[src/rtl/bin_to_hex_display_if.sv]
// Bus between the counter and the hex display stage: binary value in,
// BCD digits, seven-segment codes and conversion status out.
interface bin_to_hex_display_if #(
  parameter int WIDTH  = 18,
  parameter int DIGITS = 6
);
  logic [WIDTH-1:0]    BIN_IN;
  logic [4*DIGITS-1:0] BCD_OUT;
  logic [6:0]          HEX0;
  logic [6:0]          HEX1;
  logic [6:0]          HEX2;
  logic [6:0]          HEX3;
  logic [6:0]          HEX4;
  logic [6:0]          HEX5;
  logic                BUSY;
  logic                DONE;

  modport master (
    output BIN_IN,
    input  BCD_OUT, HEX0, HEX1, HEX2, HEX3, HEX4, HEX5, BUSY, DONE
  );

  modport slave (
    input  BIN_IN,
    output BCD_OUT, HEX0, HEX1, HEX2, HEX3, HEX4, HEX5, BUSY, DONE
  );
endinterface

[src/rtl/bin_to_hex_display.sv]
// Sequential double-dabble binary-to-BCD converter driving six active-low
// seven-segment displays, reconverting only when the input value changes.
module bin_to_hex_display #(
  parameter int WIDTH         = 18,
  parameter int DIGITS        = 6,
  parameter int BLANK_LEADING = 1
) (
  input  logic                  CLOCK_50,
  input  logic                  RESET,
  bin_to_hex_display_if.slave   bus
);

  localparam int BW = 4 * DIGITS;
  localparam int CW = $clog2(WIDTH + 1);

  typedef enum logic [1:0] {
    ST_IDLE   = 2'd0,
    ST_CONV   = 2'd1,
    ST_UPDATE = 2'd2
  } state_t;

  state_t          state_r;
  state_t          state_nxt_s;
  logic            load_s;
  logic            shift_en_s;
  logic            update_s;

  logic [WIDTH-1:0] shift_r;
  logic [WIDTH-1:0] last_value_r;
  logic             last_valid_r;
  logic [BW-1:0]    scratch_r;
  logic [BW-1:0]    scratch_adj_s;
  logic [CW-1:0]    count_r;
  logic [BW-1:0]    bcd_r;
  logic [6:0]       hex_r [6];
  logic [6:0]       seg_s [DIGITS];
  logic             lead_zero_s;
  logic [3:0]       nib_s;
  logic             busy_r;
  logic             done_r;

  function automatic logic [6:0] seg_encode(input logic [3:0] nib);
    logic [6:0] seg;
    case (nib)
      4'd0:    seg = 7'h40;
      4'd1:    seg = 7'h79;
      4'd2:    seg = 7'h24;
      4'd3:    seg = 7'h30;
      4'd4:    seg = 7'h19;
      4'd5:    seg = 7'h12;
      4'd6:    seg = 7'h02;
      4'd7:    seg = 7'h78;
      4'd8:    seg = 7'h00;
      4'd9:    seg = 7'h10;
      default: seg = 7'h7F;
    endcase
    return seg;
  endfunction

  // FSM state register
  always_ff @(posedge CLOCK_50) begin
    if (RESET) begin
      state_r <= ST_IDLE;
    end else begin
      state_r <= state_nxt_s;
    end
  end

  // FSM next-state logic; count_r==1 means the last shift happens this cycle
  always_comb begin
    state_nxt_s = ST_IDLE;
    case (state_r)
      ST_IDLE: begin
        if (!last_valid_r || (bus.BIN_IN != last_value_r)) begin
          state_nxt_s = ST_CONV;
        end else begin
          state_nxt_s = ST_IDLE;
        end
      end
      ST_CONV: begin
        if (count_r == CW'(1)) begin
          state_nxt_s = ST_UPDATE;
        end else begin
          state_nxt_s = ST_CONV;
        end
      end
      ST_UPDATE: state_nxt_s = ST_IDLE;
      default:   state_nxt_s = ST_IDLE;
    endcase
  end

  // FSM control outputs for the datapath
  always_comb begin
    load_s     = 1'b0;
    shift_en_s = 1'b0;
    update_s   = 1'b0;
    case (state_r)
      ST_IDLE: begin
        if (state_nxt_s == ST_CONV) begin
          load_s = 1'b1;
        end else begin
          load_s = 1'b0;
        end
      end
      ST_CONV:   shift_en_s = 1'b1;
      ST_UPDATE: update_s   = 1'b1;
      default: begin
        load_s     = 1'b0;
        shift_en_s = 1'b0;
        update_s   = 1'b0;
      end
    endcase
  end

  // Add-3 correction applied to every BCD nibble before each shift
  always_comb begin
    scratch_adj_s = scratch_r;
    for (int i = 0; i < DIGITS; i++) begin
      if (scratch_r[4*i +: 4] >= 4'd5) begin
        scratch_adj_s[4*i +: 4] = scratch_r[4*i +: 4] + 4'd3;
      end else begin
        scratch_adj_s[4*i +: 4] = scratch_r[4*i +: 4];
      end
    end
  end

  // Segment encoding with leading-zero blanking, scanned from the top digit down
  always_comb begin
    lead_zero_s = 1'b1;
    nib_s       = 4'd0;
    for (int i = DIGITS - 1; i >= 0; i--) begin
      nib_s       = scratch_r[4*i +: 4];
      lead_zero_s = lead_zero_s && (nib_s == 4'd0);
      if ((BLANK_LEADING != 0) && (i != 0) && lead_zero_s) begin
        seg_s[i] = 7'h7F;
      end else begin
        seg_s[i] = seg_encode(nib_s);
      end
    end
  end

  // Conversion datapath and registered outputs
  always_ff @(posedge CLOCK_50) begin
    if (RESET) begin
      shift_r      <= {WIDTH{1'b0}};
      last_value_r <= {WIDTH{1'b0}};
      last_valid_r <= 1'b0;
      scratch_r    <= {BW{1'b0}};
      count_r      <= {CW{1'b0}};
      bcd_r        <= {BW{1'b0}};
      for (int i = 0; i < 6; i++) begin
        hex_r[i] <= 7'h7F;
      end
      busy_r       <= 1'b0;
      done_r       <= 1'b0;
    end else begin
      if (load_s) begin
        shift_r      <= bus.BIN_IN;
        last_value_r <= bus.BIN_IN;
        last_valid_r <= 1'b1;
        scratch_r    <= {BW{1'b0}};
        count_r      <= CW'(WIDTH);
      end else if (shift_en_s) begin
        {scratch_r, shift_r} <= {scratch_adj_s, shift_r} << 1;
        count_r              <= count_r - CW'(1);
      end else begin
        count_r <= count_r;
      end
      if (update_s) begin
        bcd_r <= scratch_r;
        for (int i = 0; i < 6; i++) begin
          hex_r[i] <= seg_s[i];
        end
      end else begin
        bcd_r <= bcd_r;
      end
      busy_r <= (state_nxt_s != ST_IDLE);
      done_r <= update_s;
    end
  end

  assign bus.BCD_OUT = bcd_r;
  assign bus.HEX0    = hex_r[0];
  assign bus.HEX1    = hex_r[1];
  assign bus.HEX2    = hex_r[2];
  assign bus.HEX3    = hex_r[3];
  assign bus.HEX4    = hex_r[4];
  assign bus.HEX5    = hex_r[5];
  assign bus.BUSY    = busy_r;
  assign bus.DONE    = done_r;

endmodule

[src/flat_wrapper.sv]
// flat-port wrapper written by rule: the top's interface ports become plain ports
module bin_to_hex_display_flat 
#(
  parameter int WIDTH         = 18,
  parameter int DIGITS        = 6,
  parameter int BLANK_LEADING = 1
)
  (CLOCK_50, RESET, bus_BIN_IN, bus_BCD_OUT, bus_HEX0, bus_HEX1, bus_HEX2, bus_HEX3, bus_HEX4, bus_HEX5, bus_BUSY, bus_DONE);
  bin_to_hex_display_if #(.WIDTH(WIDTH), .DIGITS(DIGITS)) bus_i ();
  input  logic CLOCK_50;
  input  logic RESET;
  input wire logic [$bits(bus_i.BIN_IN)-1:0] bus_BIN_IN;
  output wire logic [$bits(bus_i.BCD_OUT)-1:0] bus_BCD_OUT;
  output wire logic [$bits(bus_i.HEX0)-1:0] bus_HEX0;
  output wire logic [$bits(bus_i.HEX1)-1:0] bus_HEX1;
  output wire logic [$bits(bus_i.HEX2)-1:0] bus_HEX2;
  output wire logic [$bits(bus_i.HEX3)-1:0] bus_HEX3;
  output wire logic [$bits(bus_i.HEX4)-1:0] bus_HEX4;
  output wire logic [$bits(bus_i.HEX5)-1:0] bus_HEX5;
  output wire logic [$bits(bus_i.BUSY)-1:0] bus_BUSY;
  output wire logic [$bits(bus_i.DONE)-1:0] bus_DONE;
  assign bus_i.BIN_IN = bus_BIN_IN;
  assign bus_BCD_OUT = bus_i.BCD_OUT;
  assign bus_HEX0 = bus_i.HEX0;
  assign bus_HEX1 = bus_i.HEX1;
  assign bus_HEX2 = bus_i.HEX2;
  assign bus_HEX3 = bus_i.HEX3;
  assign bus_HEX4 = bus_i.HEX4;
  assign bus_HEX5 = bus_i.HEX5;
  assign bus_BUSY = bus_i.BUSY;
  assign bus_DONE = bus_i.DONE;
  bin_to_hex_display #(.WIDTH(WIDTH), .DIGITS(DIGITS), .BLANK_LEADING(BLANK_LEADING)) u_core (.CLOCK_50(CLOCK_50), .RESET(RESET), .bus(bus_i));
endmodule
[config.mk]
export PLATFORM = sky130hd
export DESIGN_NAME = bin_to_hex_display_flat
export DESIGN_NICKNAME = d
export VERILOG_FILES = /design/src/rtl/bin_to_hex_display_if.sv /design/src/rtl/bin_to_hex_display.sv /design/src/flat_wrapper.sv
export SDC_FILE = /design/constraint.sdc
export NUM_CORES = 1
export LEC_CHECK = 0
export CAP_MARGIN = 25
export CORE_UTILIZATION = 30
export CTS_BUF_LIST = sky130_fd_sc_hd__clkbuf_8
export DETAILED_ROUTE_END_ITERATION = 10
export DONT_BUFFER_PORTS = 1
export GPL_ROUTABILITY_DRIVEN = 1
export PLACE_DENSITY = 0.55
export SETUP_SLACK_MARGIN = 0.1
export SLEW_MARGIN = 5
export SYNTH_ARGS = -nofsm -noshare
export SYNTH_HDL_FRONTEND = slang
export SYNTH_SLANG_ARGS = --single-unit
[constraint.sdc]
create_clock -name CLOCK_50 -period 2.8 [get_ports CLOCK_50]
set_input_delay 0 -clock CLOCK_50 [delete_from_list [all_inputs] [get_ports CLOCK_50]]
set_output_delay 0 -clock CLOCK_50 [all_outputs]
set_load 0.02 [all_outputs]
==> impl_metrics.env <==
export IMPL_wl_per_cell_um=15.8
export IMPL_crit_start="u_core.scratch_r[13]"
export IMPL_power_leakage_nw=3.50
export IMPL_synthesis_area_sq_um=8290
export IMPL_max_freq_mhz=400
export IMPL_r2r_start="u_core.scratch_r[13]"
export IMPL_crit_slowest_cell="a2111o_1"
export IMPL_antenna_found_initial=0
export IMPL_die_h_um=168
export IMPL_grt_start_max_net_pins=41
export IMPL_timing_hold_ws_ns=0.0800
export IMPL_status="complete, no violations"
export IMPL_place_inst=1142
export IMPL_ir_drop_mv=0.235
export IMPL_clock_sinks=178
export IMPL_grt_usage_pct=14.0
export IMPL_period_needed_ns=2.50
export IMPL_cts_tree="yes"
export IMPL_rr_worst_depth=11
export IMPL_root_buffer="clkbuf_8"
export IMPL_clkLatencyLatePin_ns=0.47
export IMPL_first_iter_violations=312
export IMPL_worstPathArrival_ns=2.89
export IMPL_wl_met1_mm=8.85
export IMPL_grt_overflow=0
export IMPL_nFillCells=2714
export IMPL_antenna_cells=0
export IMPL_drt_total_wl_mm=18.9
export IMPL_slew_viol_final=0
export IMPL_routed_top_layer="met4"
export IMPL_end_kind="register"
export IMPL_drive_above_1_share_pct=10.1
export IMPL_vias=5974
export IMPL_hpwlAfterDp_mm=12.8
export IMPL_internal_power_mw=3.70
export IMPL_mostFrequentLayoutCells="dfxtp_1, nor2_1, ha_1, nand2_1, edfxtp_1"
export IMPL_worstPathMaxFanout=6
export IMPL_syn_area_per_cell_sq_um=10.0
export IMPL_drv_cap=0
export IMPL_drc=0
export IMPL_min_from="RESET"
export IMPL_ys_ff_latch=178
export IMPL_num_nets_final=910
export IMPL_cpPeakStageDelay_ns=0.43
export IMPL_die_area_sq_um=28300
export IMPL_core_rowCount=60
export IMPL_wl_met3_mm=1.06
export IMPL_wl_met2_mm=8.77
export IMPL_syn_nets=893
export IMPL_holdCritPathClass="primary input to register"
export IMPL_switchingPower_mw=1.34
export IMPL_hold_viol=0
export IMPL_seq_area_sq_um=3990
export IMPL_skew_ns=0.0202
export IMPL_multi_input_area_sq_um=3890
export IMPL_layout_area_overhead_vs_synth_pct=12.9
export IMPL_timing_final_crit_share_pct=89.4
export IMPL_critPathLaunchType="register"
export IMPL_finish_utilization_pct=34.6
export IMPL_cts_buffers_inserted=17
export IMPL_min_path_cells=4
export IMPL_ys_warn_count=0
export IMPL_vias_per_cell=4.99
export IMPL_clock_power_share_pct=37.9
export IMPL_reg2reg_setup_slack_ns=0.30
export IMPL_seqPwrFrac_pct=54.1
export IMPL_firstDrtPassIters=5
export IMPL_criticalPathCategory="register to register"
export IMPL_relSlewSlack_pct=61.7
export IMPL_worstMarginPinSlew_ns=0.574
export IMPL_synth_edf_count=42
export IMPL_clockBufferDepth=2
export IMPL_routabilityCongestion=0.832
export IMPL_finalPower_mw=5.04
export IMPL_power_density_nw_per_um2=539
export IMPL_grt_pass1_wl_mm=31.1
export IMPL_grt_pass1_vias=5783
export IMPL_async_reset_ff_share_pct=0
export IMPL_synth_main_ff_cell="dfxtp_1"
export IMPL_finalSetupViolCount=0
export IMPL_sw_frac_of_total_pct=26.6
export IMPL_core_area_sq_um=27000
export IMPL_finalNonFillerCells=1196
export IMPL_layout_commonest_cell="dfxtp_1"
export IMPL_initial_core_util_pct=30.7
export IMPL_die_width_um=168
export IMPL_htreeDepth=4
export IMPL_clk_pin_slew_ns=0.11
export IMPL_pin_count=88
export IMPL_ys_types=56
export IMPL_io_buffers=0
export IMPL_rsz0062_at_grt="true"
export IMPL_yosysSeqAreaShare_pct=48.1
export IMPL_detail_route_antenna_nets=0
export IMPL_critPathRequiredTime_ns=3.19
export IMPL_syn_inst=825
export IMPL_setup_tns_ns=0
export IMPL_crit_chain="inv_1, ha_1, nand2b_1, a2111o_1, nand3_1, and2_1, inv_1, ha_1, nor2_1, a211oi_1, a211oi_1"
export IMPL_pwr_share_comb_pct=8.0
cell type report:
| cell class | instances | share of cell area, % |
|---|---|---|
| Tap cell | 341 | 4.56 |
| Sequential cell | 178 | 42.6 |
| Clock inverter | 15 | 2.06 |
| Multi-Input combinational cell | 555 | 41.6 |
| Clock buffer | 17 | 2.50 |
| Inverter | 43 | 1.73 |
| Timing Repair Buffer | 47 | 4.95 |
per-layer routing:
metal  vias to the layer above  track usage (%)
li1                       3001                -
met1                      2823             18.1
met2                       138             22.6
met3                        12             3.95
met4                         0             4.15
met5                         -                0
cell families (layout without fill, tap and decap cells):
logic type | after synthesis | after routing | synth area share, %
adders and majority gates | 48 | 48 | 7.25
xor gates and xnor gates | 28 | 28 | 2.96
muxes | 1 | 1 | 0.121
buffers and inverters | 92 | 122 | 4.97
DFF | 178 | 178 | 48.1
AOI/OAI and AO/OA | 219 | 219 | 19.8
and+or+nand+nor | 259 | 259 | 16.8
how the worst max path moves through the flow:
stage / to / slack [ns] / cells after the start
floorplan: u_core.hex_r[0][0] / 0.43 / 6
global route: register / 0.08 / 11
CTS: u_core.last_value_r[8] / 0.15 / 8
finish: register / 0.30 / 11
global placement: register / 0.29 / 11
detailed placement: register / 0.31 / 11
synth_stat cells (all sizes together) (5+ instances only):
cell | number | share of area (%)
and2 | 24 | 1.8
a21boi | 12 | 1.1
a2111oi | 5 | 0.53
nor4bb | 6 | 0.72
o221ai | 7 | 0.74
or2 | 14 | 1.1
nand2b | 31 | 2.4
xnor2 | 26 | 2.7
nand2 | 43 | 1.9
nor2b | 7 | 0.53
nor2 | 56 | 2.6
o21ai | 44 | 2.7
nand4 | 7 | 0.53
ha | 48 | 7.2
a221o | 22 | 2.7
a21o | 5 | 0.45
a22oi | 7 | 0.63
dfxtp | 136 | 33
nand3 | 26 | 1.6
buf | 24 | 1.9
or3 | 7 | 0.53
edfxtp | 42 | 15
and3 | 17 | 1.3
inv | 42 | 1.9
o21a | 6 | 0.54
nor3b | 13 | 1.2
a21oi | 30 | 1.9
a211oi | 16 | 1.5
o2bb2ai | 18 | 1.9
a22o | 35 | 3.7
clkbuf | 25 | 1.1
nor3 | 5 | 0.36
a2111o | 7 | 0.95
through the flow:
stage          instance area, sq um  worst slack [ns]
2_1_floorplan                  8290             0.430
3_5_place_dp                   8700             0.312
5_1_grt                        9360            0.0772
4_1_cts                        9340             0.145
3_3_place_gp                   8700             0.287
6_report                       9360             0.298
worst max-delay path: cells and delay by family (launching register included):
family          cells  cell delay, ns
buf+inv             2            0.22
compound gates      3            0.70
simple gates        4            0.69
flops               1            0.40
fa+ha+maj           2            0.41
what timing repair did:
action                                  CTS  global route
hold endpoints to repair                 49             0
buffers inserted                          0             0
endpoints found under the setup margin    0             4
resized for setup                         0             3
hold buffers                             21             0
power by group through the flow:
stage          registers, mW  clock network (mW)  logic [mW]
5_1_grt                 2.74                2.10       0.449
3_5_place_dp            2.78                   0       0.372
3_3_place_gp            2.78                   0       0.370
2_1_floorplan           2.77                   0       0.291
6_report                2.73                1.91       0.405
4_1_cts                 2.73                1.98       0.404
Power figures use the tool's default switching activity.
